<file path="src/rtl/imem_loader_if.sv">
// Debug-side control plus instruction-memory write-port bundle for imem_loader.
// The master drives start and UART bytes; the slave (the loader) drives memory writes and status.
interface imem_loader_if #(
  parameter int MEMORY_WIDTH = 8,
  parameter int NB_ADDR      = 32
);
  logic                    i_start;
  logic [MEMORY_WIDTH-1:0] i_rx_data;
  logic                    i_rx_done;
  logic                    o_write_enable;
  logic [MEMORY_WIDTH-1:0] o_write_data;
  logic [NB_ADDR-1:0]      o_write_addr;
  logic                    o_busy;
  logic                    o_done;
  logic                    o_error;
  logic [NB_ADDR-1:0]      o_byte_count;

  modport master (
    output i_start, i_rx_data, i_rx_done,
    input  o_write_enable, o_write_data, o_write_addr,
    input  o_busy, o_done, o_error, o_byte_count
  );

  modport slave (
    input  i_start, i_rx_data, i_rx_done,
    output o_write_enable, o_write_data, o_write_addr,
    output o_busy, o_done, o_error, o_byte_count
  );
endinterface

</file>
<file path="src/rtl/imem_loader.sv">
// Streams UART bytes into instruction memory from address 0; stops on an aligned HALT word or overflow.
// One byte per cycle; write strobe one edge after rx_done; status flags trail the state by one edge.
module imem_loader #(
  parameter int          MEMORY_WIDTH = 8,
  parameter int          MEMORY_DEPTH = 256,
  parameter int          NB_ADDR      = 32,
  parameter logic [31:0] HALT_WORD    = 32'hFFFFFFFF
) (
  input  logic          i_clock,
  input  logic          i_reset,
  imem_loader_if.slave  bus
);

  typedef enum logic [1:0] {IDLE, LOAD, DONE, ERROR} state_t;

  localparam logic [NB_ADDR-1:0] DEPTH = NB_ADDR'(MEMORY_DEPTH);

  state_t                  state_q, state_d;
  logic [NB_ADDR-1:0]      addr_q, addr_d;
  logic [NB_ADDR-1:0]      count_q, count_d;
  logic [31:0]             shift_q, shift_d;
  logic [31:0]             word_in;
  logic                    we_q, we_d;
  logic [MEMORY_WIDTH-1:0] wdata_q, wdata_d;
  logic [NB_ADDR-1:0]      waddr_q, waddr_d;
  logic                    busy_q, done_q, error_q;

  always_ff @(posedge i_clock) begin
    if (!i_reset) begin
      state_q <= IDLE;
      addr_q  <= '0;
      count_q <= '0;
      shift_q <= '0;
      we_q    <= 1'b0;
      wdata_q <= '0;
      waddr_q <= '0;
      busy_q  <= 1'b0;
      done_q  <= 1'b0;
      error_q <= 1'b0;
    end else begin
      state_q <= state_d;
      addr_q  <= addr_d;
      count_q <= count_d;
      shift_q <= shift_d;
      we_q    <= we_d;
      wdata_q <= wdata_d;
      waddr_q <= waddr_d;
      // Flags decode the previous state so DONE is only reported after the final write commits.
      busy_q  <= (state_q == LOAD);
      done_q  <= (state_q == DONE);
      error_q <= (state_q == ERROR);
    end
  end

  always_comb begin
    state_d = state_q;
    addr_d  = addr_q;
    count_d = count_q;
    shift_d = shift_q;
    we_d    = 1'b0;
    wdata_d = wdata_q;
    waddr_d = waddr_q;
    word_in = {shift_q[31-MEMORY_WIDTH:0], bus.i_rx_data};

    if (bus.i_start) begin
      // Start has priority over a coincident byte, which is dropped.
      state_d = LOAD;
      addr_d  = '0;
      count_d = '0;
      shift_d = '0;
    end else if (state_q == LOAD && bus.i_rx_done) begin
      if (addr_q < DEPTH) begin
        we_d    = 1'b1;
        wdata_d = bus.i_rx_data;
        waddr_d = addr_q;
        shift_d = word_in;
        addr_d  = addr_q + NB_ADDR'(1);
        count_d = count_q + NB_ADDR'(1);
        if (addr_q[1:0] == 2'b11 && word_in == HALT_WORD) begin
          state_d = DONE;
        end
      end else begin
        state_d = ERROR;
      end
    end
  end

  assign bus.o_write_enable = we_q;
  assign bus.o_write_data   = wdata_q;
  assign bus.o_write_addr   = waddr_q;
  assign bus.o_busy         = busy_q;
  assign bus.o_done         = done_q;
  assign bus.o_error        = error_q;
  assign bus.o_byte_count   = count_q;

endmodule

</file>
<file path="src/flat_wrapper.sv">
// flat-port wrapper written by rule: the top's interface ports become plain ports
module imem_loader_flat 
#(
  parameter int          MEMORY_WIDTH = 8,
  parameter int          MEMORY_DEPTH = 256,
  parameter int          NB_ADDR      = 32,
  parameter logic [31:0] HALT_WORD    = 32'hFFFFFFFF
)
  (i_clock, i_reset, bus_i_start, bus_i_rx_data, bus_i_rx_done, bus_o_write_enable, bus_o_write_data, bus_o_write_addr, bus_o_busy, bus_o_done, bus_o_error, bus_o_byte_count);
  imem_loader_if #(.MEMORY_WIDTH(MEMORY_WIDTH), .NB_ADDR(NB_ADDR)) bus_i ();
  input  logic i_clock;
  input  logic i_reset;
  input wire logic [$bits(bus_i.i_start)-1:0] bus_i_start;
  input wire logic [$bits(bus_i.i_rx_data)-1:0] bus_i_rx_data;
  input wire logic [$bits(bus_i.i_rx_done)-1:0] bus_i_rx_done;
  output wire logic [$bits(bus_i.o_write_enable)-1:0] bus_o_write_enable;
  output wire logic [$bits(bus_i.o_write_data)-1:0] bus_o_write_data;
  output wire logic [$bits(bus_i.o_write_addr)-1:0] bus_o_write_addr;
  output wire logic [$bits(bus_i.o_busy)-1:0] bus_o_busy;
  output wire logic [$bits(bus_i.o_done)-1:0] bus_o_done;
  output wire logic [$bits(bus_i.o_error)-1:0] bus_o_error;
  output wire logic [$bits(bus_i.o_byte_count)-1:0] bus_o_byte_count;
  assign bus_i.i_start = bus_i_start;
  assign bus_i.i_rx_data = bus_i_rx_data;
  assign bus_i.i_rx_done = bus_i_rx_done;
  assign bus_o_write_enable = bus_i.o_write_enable;
  assign bus_o_write_data = bus_i.o_write_data;
  assign bus_o_write_addr = bus_i.o_write_addr;
  assign bus_o_busy = bus_i.o_busy;
  assign bus_o_done = bus_i.o_done;
  assign bus_o_error = bus_i.o_error;
  assign bus_o_byte_count = bus_i.o_byte_count;
  imem_loader #(.MEMORY_WIDTH(MEMORY_WIDTH), .MEMORY_DEPTH(MEMORY_DEPTH), .NB_ADDR(NB_ADDR), .HALT_WORD(HALT_WORD)) u_core (.i_clock(i_clock), .i_reset(i_reset), .bus(bus_i));
endmodule
</file>
<file path="config.mk">
export PLATFORM = sky130hd
export DESIGN_NAME = imem_loader_flat
export DESIGN_NICKNAME = d
export VERILOG_FILES = /design/src/rtl/imem_loader_if.sv /design/src/rtl/imem_loader.sv /design/src/flat_wrapper.sv
export SDC_FILE = /design/constraint.sdc
export NUM_CORES = 1
export LEC_CHECK = 0
export CAP_MARGIN = 20
export CORE_AREA = 3 3 108 110
export DETAILED_ROUTE_END_ITERATION = 6
export DIE_AREA = 0 0 111 113
export PLACE_DENSITY_LB_ADDON = 0.05
export SLEW_MARGIN = 20
export SYNTH_ARGS = -nofsm -noshare
export SYNTH_HDL_FRONTEND = slang
export SYNTH_SLANG_ARGS = --single-unit
</file>
<file path="constraint.sdc">
create_clock -name i_clock -period 1.96 [get_ports i_clock]
set_input_delay 0.294 -clock i_clock [delete_from_list [all_inputs] [get_ports i_clock]]
set_output_delay 0.294 -clock i_clock [all_outputs]
set_load 0.03 [all_outputs]
</file>
==> results of run 1 <==
sequential cells by signal, summed over array words and instances (netlist names):
name and cells:
u_core.bus.o_write_enable 1, u_core.bus.o_write_addr 32, u_core.bus.o_busy 1, u_core.bus.o_byte_count 32
u_core.bus.o_error 1, u_core.bus.o_done 1, u_core.state_q 2, u_core.shift_q 24
u_core.bus.o_write_data 8, u_core.addr_q 32
layer usage:
layer	global-route usage	up-vias	routed length [um]
met5	0	-	0
met4	0.0599	0	126
met3	0.0588	12	598
met2	0.325	90	6170
met1	0.269	2170	6220
li1	-	2261	-
final timing paths:
| check | startpoint | end | slack (ns) | cells after the start |
|---|---|---|---|---|
| max | u_core.addr_q[17] | u_core.addr_q[2] | 0.02 | 9 |
| min | i_reset | u_core.state_q[0] | 0.05 | 2 |
| max reg2reg | u_core.addr_q[17] | u_core.addr_q[2] | 0.02 | 9 |
| min reg2reg | u_core.bus.o_write_data[7] | u_core.bus.o_write_data[7] | 0.45 | 2 |
Yosys cell counts, drive strengths merged, types with 10 or more instances:
| library cell | count | area (um2) |
|---|---|---|
| nand3 | 33 | 165 |
| dfxtp | 134 | 2680 |
| clkbuf | 31 | 116 |
| o21ai | 29 | 145 |
| nor4 | 27 | 181 |
| or3 | 10 | 67.6 |
| nand4 | 20 | 125 |
| and3 | 29 | 181 |
| nand2 | 86 | 323 |
| xnor2 | 17 | 149 |
| a21oi | 42 | 210 |
| and2 | 29 | 181 |
| nor2 | 25 | 93.8 |
worst max-delay path: cells and delay by family (launching register included):
family | cells | cell delay (ns)
buf+inv | 4 | 0.63
flops | 1 | 0.33
xor+xnor | 1 | 0.11
simple gates | 4 | 0.75
report_power, final:
part / internal (mW) / switching (mW)
logic: 0.0874 / 0.128
registers: 2.74 / 0.00955
clock network: 2.37 / 1.23
total: 5.20 / 1.36
final cells by class:
| cell class | count | share of cell area |
|---|---|---|
| clock inverters | 14 | 0.0324 |
| well taps | 140 | 0.0235 |
| multi-input cells | 388 | 0.317 |
| clock buffers | 18 | 0.0574 |
| repair buffers | 156 | 0.203 |
| flip-flops and latches | 134 | 0.362 |
| inverters | 9 | 0.00453 |
per-stage QoR:
stage	total power, mW	utilization	setup TNS (ns)	cells	cell area [um2]
floorplan	2.90	-	-0.0347	567	5030
global placement	3.00	0.594	-7.23	817	6410
detailed placement	3.00	0.594	-9.96	817	6410
CTS	6.60	0.660	-0.00421	851	7130
global route	6.77	0.691	-1.08	859	7460
finish	6.56	0.691	0	859	7460
cells by family (layout without fill, tap and decap cells):
family | count (synthesis) | count (layout) | synth area share
XOR/XNOR | 18 | 18 | 0.0314
multiplexers | 2 | 2 | 0.00399
AND/OR/NAND/NOR | 284 | 284 | 0.300
buffers and inverters | 45 | 197 | 0.0372
adder cells (fa/ha/maj) | 2 | 2 | 0.00499
flip-flops | 134 | 134 | 0.535
AO/OA/AOI/OAI | 82 | 82 | 0.0880
timing repair:
item | 4_1_cts | 5_1_grt
cloned | 1 | 2
hold buffers | 0 | 0
gates resized for setup | 13 | 73
setup endpoints to repair | 80 | 105
setup buffers | 1 | 6
pin swaps | 3 | 9
==> out/results.tsv, run 1 <==
stage	metric	value	unit
run_status	status	finished clean	
placement	GP Congestion	0.813	
placement	post-DP HPWL	8.34	mm
timing	final worst-path cycle share	0.991	
grt	number of global-route vias before repair	4343	
cells_and_area	synth-to-layout area growth	48.7	%
setup_path	critical path's most frequent cell	buf_4	
yosys	asr flop ratio synth	0	
yosys	Post-synth EDFFs	0	
cells_and_area	commonest non-fill, non-tap cells in the layout	122 x dfxtp_1, 85 x nand2_1, 69 x clkdlybuf4s50_1	
die	# rows	38	
grt	largest net degree at the start of global routing	61	
yosys	mapped cell area	0.00502	mm2
yosys	Seq/Total Area, Yosys	0.535	
setup_path	WP data required	2.35	ns
die	core area	0.0108	mm2
detailed_routing	DRT Pass-1 Iters	7	
cells_and_area	most common cell after layout, fill and taps aside	dfxtp_1	
timing	Slew Viols, Final	0	
timing	f_max	0.515	GHz
detailed_routing	via count	4533	
cells_and_area	fin nets	720	
cts	clk slew on worst S/H paths	0.06	ns
setup_path	Worst Setup End Kind	register	
cts	Skew-Pair Late Insertion Delay	0.51	ns
cts	clock sink total	134	
timing	worst setup margin	0.0182	ns
grt	first-pass GRT wire length	21.1	mm
detailed_routing	Routed WL	13.1	mm
die	Initial Util	0.465	
timing	unrepaired setup endpoints after global routing	true	
yosys	Synth Flop Type	dfxtp_1	
timing	Tmin final	1.94	ns
power	maximum vdd drop	0.793	mV
die	Die Span Y	113	um
detailed_routing	Initial DRC Count	273	
yosys	Yosys warning count	0	
placement	pre-CTS WS	-0.294	ns
cells_and_area	multi-input logic area	0.00236	mm2
setup_path	CP arrival	2.33	ns
cts	CTS buffer count	17	
cts	CTS tree	done	
cells_and_area	Filler cells	835	
die	IO Pins	88	
detailed_routing	drt via density	5.28	
cts	clk buf depth	2	
grt	overall routing resource usage	0.203	
setup_path	kind of critical path	register to register	
detailed_routing	DR WL/cell	15.3	um
timing	slew margin rel.	0.660	
cts	CTS Root Cell	clkbuf_8	
yosys	Avg Inst Size Synth	8.85	um2
grt	gr ovfl total	0	
timing	Final setup violation count	0	
yosys	FF+latch count, synth	134	
grt	number of antenna violations at the first check in global routing	0	
cells_and_area	layout cell share with drive strength beyond 1	0.207	
timing	Hold Fails Final Rpt	0	
timing	worst hold slack	0.0520	ns
timing	Slew @ Worst Pin	0.510	ns
power	Leak	2.95	nW
die	die width	111	um
yosys	Yosys cell types	36	
setup_path	Crit-path slowest cell	dfxtp_2	
run	max cap viols	0	
setup_path	CP max stage delay	0.33	ns
detailed_routing	number of remaining DRC errors	0	
placement	PortBufs	87	
setup_path	Max FO, Critical Path	9	
setup_path	Cell Chain, Critical Path	nor4_4, nand4_1, buf_6, buf_12, buf_4, nor4_2, buf_4, xnor2_1, nor2_1	
detailed_routing	Post-DRT Antenna Nets	0	
cells_and_area	antenna cells	0	
cells_and_area	register area	0.00270	mm2
setup_path	Setup crit start kind	register	
timing	Setup Skew	0.0116	ns
yosys	Synth Net Count	581	
yosys	Mapped Cells	567	
die	die area	0.0125	mm2
cts	H-tree levels	4	
worst_hold_path	Hold Path Class	primary input to register	
power	Pwr Density	879	mW/mm2
Power figures use the tool's default switching activity.
==> run 2, diff against run 1 <==
==> constraint.sdc (replaced) <==
create_clock -name i_clock -period 1.96 [get_ports i_clock]
set_input_delay 0.392 -clock i_clock [delete_from_list [all_inputs] [get_ports i_clock]]
set_output_delay 0.392 -clock i_clock [all_outputs]
set_load 0.03 [all_outputs]
==> run 2 against run 1 <==
Compared with the run above: wire length increased by 3.2%; combinational power up 21%; sequential power is essentially flat; total power fell by 7.2%; cell area rose by 2.0%; flip-flop and latch count unchanged; via count rose by 1.1%; hold slack better by 0.10 ns; clock skew decreased by 0.0022 ns; critical path depth down 2; largest power group unchanged; highest routed layer unchanged.
==> out/results.tsv, run 2 (synthesis results as in run 1) <==
stage	metric	value	unit
setup_path	WP data required	2.36	ns
cells_and_area	synth-to-layout area growth	51.6	%
cts	Skew-Pair Late Insertion Delay	0.51	ns
detailed_routing	DRT Pass-1 Iters	4	
timing	unrepaired setup endpoints after global routing	true	
cts	CTS buffer count	17	
power	Switching Fraction	0.218	
placement	GP Congestion	0.803	
power	combinational power share	0.043	
setup_path	reg2reg end	u_core.bus.o_byte_count[21]	
setup_path	Worst Setup End Kind	register	
setup_path	CP max stage delay	0.50	ns
run	max cap viols	0	
detailed_routing	Routed WL	13.5	mm
setup_path	Setup crit start kind	primary input	
die	IO Pins	88	
grt	first-pass GRT wire length	20.8	mm
setup_path	R2R Path Start	u_core.addr_q[21]	
setup_path	CP endpoint	u_core.state_q[0]	
detailed_routing	via count	4581	
cts	CTS Root Cell	clkbuf_8	
power	clock power share	0.507	
setup_path	Max FO, Critical Path	4	
power	Final Power	6.09	mW
setup_path	Cell Chain, Critical Path	clkdlybuf4s50_1, buf_4, nand3b_1, nor4_1, nand3_1, and2_1, o31a_1	
cells_and_area	commonest non-fill, non-tap cells in the layout	126 x dfxtp_1, 82 x nand2_1, 59 x buf_4	
die	Die Span Y	113	um
grt	largest net degree at the start of global routing	61	
power	Pwr Density	800	mW/mm2
timing	worst hold slack	0.157	ns
setup_path	CP arrival	2.34	ns
setup_path	worst path bufs/invs	2	
power	maximum vdd drop	0.748	mV
timing	Slew @ Worst Pin	0.637	ns
die	core area	0.0108	mm2
timing	Final setup violation count	0	
setup_path	worst r2r path cells	6	
cts	clk slew on worst S/H paths	0.06	ns
detailed_routing	DR WL/cell	15.7	um
timing	Slew Viols, Final	0	
cts	hold buffers post-CTS	0	
timing	Tmin final	1.94	ns
cells_and_area	layout cell share with drive strength beyond 1	0.238	
cts	clock sink total	134	
timing	final worst-path cycle share	0.989	
worst_hold_path	Hold Path Class	primary input to register	
timing	Setup Skew	0.00935	ns
cells_and_area	most common cell after layout, fill and taps aside	dfxtp_1	
setup_path	cell family with most CP delay	simple AND/OR/NAND/NOR gates	
power	sequential power share	0.450	
grt	overall routing resource usage	0.201	
placement	post-DP HPWL	8.57	mm
die	die width	111	um
worst_hold_path	WHS Path Cells	2	
timing	slew margin rel.	0.575	
setup_path	Worst path depth	7	
grt	gr ovfl total	0	
placement	PortBufs	87	
detailed_routing	Post-DRT Antenna Nets	0	
die	Initial Util	0.465	
cells_and_area	Filler cells	807	
power	Internal	4.76	mW
detailed_routing	Initial DRC Count	319	
setup_path	Crit-path slowest cell	clkdlybuf4s50_1	
cells_and_area	multi-input logic area	0.00253	mm2
power	Leak	3.20	nW
cts	CTS tree	done	
die	die area	0.0125	mm2
cts	H-tree levels	4	
power	Switch Pwr	1.33	mW
setup_path	Worst R2R Setup Slack	0.03	ns
detailed_routing	number of remaining DRC errors	0	
cts	clk buf depth	2	
placement	pre-CTS WS	-0.483	ns
cells_and_area	fin nets	726	
timing	worst setup margin	0.0216	ns
grt	number of global-route vias before repair	4359	
grt	number of antenna violations at the first check in global routing	0	
detailed_routing	drt via density	5.31	
cells_and_area	antenna cells	0	
die	# rows	38	
cells_and_area	register area	0.00270	mm2
timing	f_max	0.516	GHz
setup_path	origin of the worst setup path	bus_i_rx_done	
timing	Hold Fails Final Rpt	0	
run_status	status	finished clean	
setup_path	kind of critical path	primary input to register	
[run 2: changes by cell type in the layout (fill, tap and decap cells not counted), moves of 8 or more]
cell	change
and3_1	-9
and3_4	+9
dlygate4sd2_1	+26
nand3_2	+10
dlymetal6s2s_1	+8
clkdlybuf4s50_1	-34
nand3_1	-12
[run 2: layout make-up]
cell class,count,share of cell area
Timing Repair Buffer,162,0.211
Sequential cell,134,0.354
Clock buffer,17,0.0544
Multi-Input combinational cell,388,0.332
Inverter,9,0.00444
Tap cell,140,0.0230
Clock inverter,12,0.0206
[run 2: worst min path at each step]
stage | startpoint | end | slack (ns)
after global placement | u_core.addr_q[29] | u_core.addr_q[29] | 0.44
after detailed placement | u_core.addr_q[9] | u_core.addr_q[9] | 0.45
after CTS | i_reset | u_core.state_q[0] | 0.14
final | i_reset | u_core.state_q[0] | 0.16
after global routing | i_reset | u_core.state_q[0] | 0.15
after floorplan | u_core.addr_q[10] | u_core.addr_q[10] | 0.43
[run 2: power by group through the flow]
stage	clock [mW]	sequential (mW)	combinational, mW
final	3.09	2.74	0.261
after global routing	3.27	2.74	0.279
after CTS	3.14	2.74	0.220
after detailed placement	0	2.80	0.220
after global placement	0	2.80	0.217
after floorplan	0	2.82	0.0864
[run 2: repair_timing]
| action | 4_1_cts | 5_1_grt |
|---|---|---|
| gates resized for setup | 34 | 110 |
| setup buffers | 0 | 6 |
| pin swaps | 1 | 21 |
| gates cloned | 0 | 4 |
| setup endpoints to repair | 61 | 119 |
[run 2: per-layer routing]
layer | vias to the layer above | track usage | wire length, um
met1 | 2193 | 0.261 | 6150
met3 | 8 | 0.0701 | 741
met4 | 0 | 0.0534 | 102
met2 | 98 | 0.322 | 6540
met5 | - | 0 | 0
li1 | 2282 | - | -
[run 2: stage by stage]
stage / util / setup TNS (ns) / cells / instance area, um2
finish: 0.705 / 0 / 862 / 7610
floorplan: - / -0.0347 / 567 / 5030
detailed placement: 0.601 / -30.99 / 823 / 6480
CTS: 0.651 / -0.540 / 852 / 7030
global route: 0.705 / -1.00 / 862 / 7610
global placement: 0.601 / -27.81 / 823 / 6480
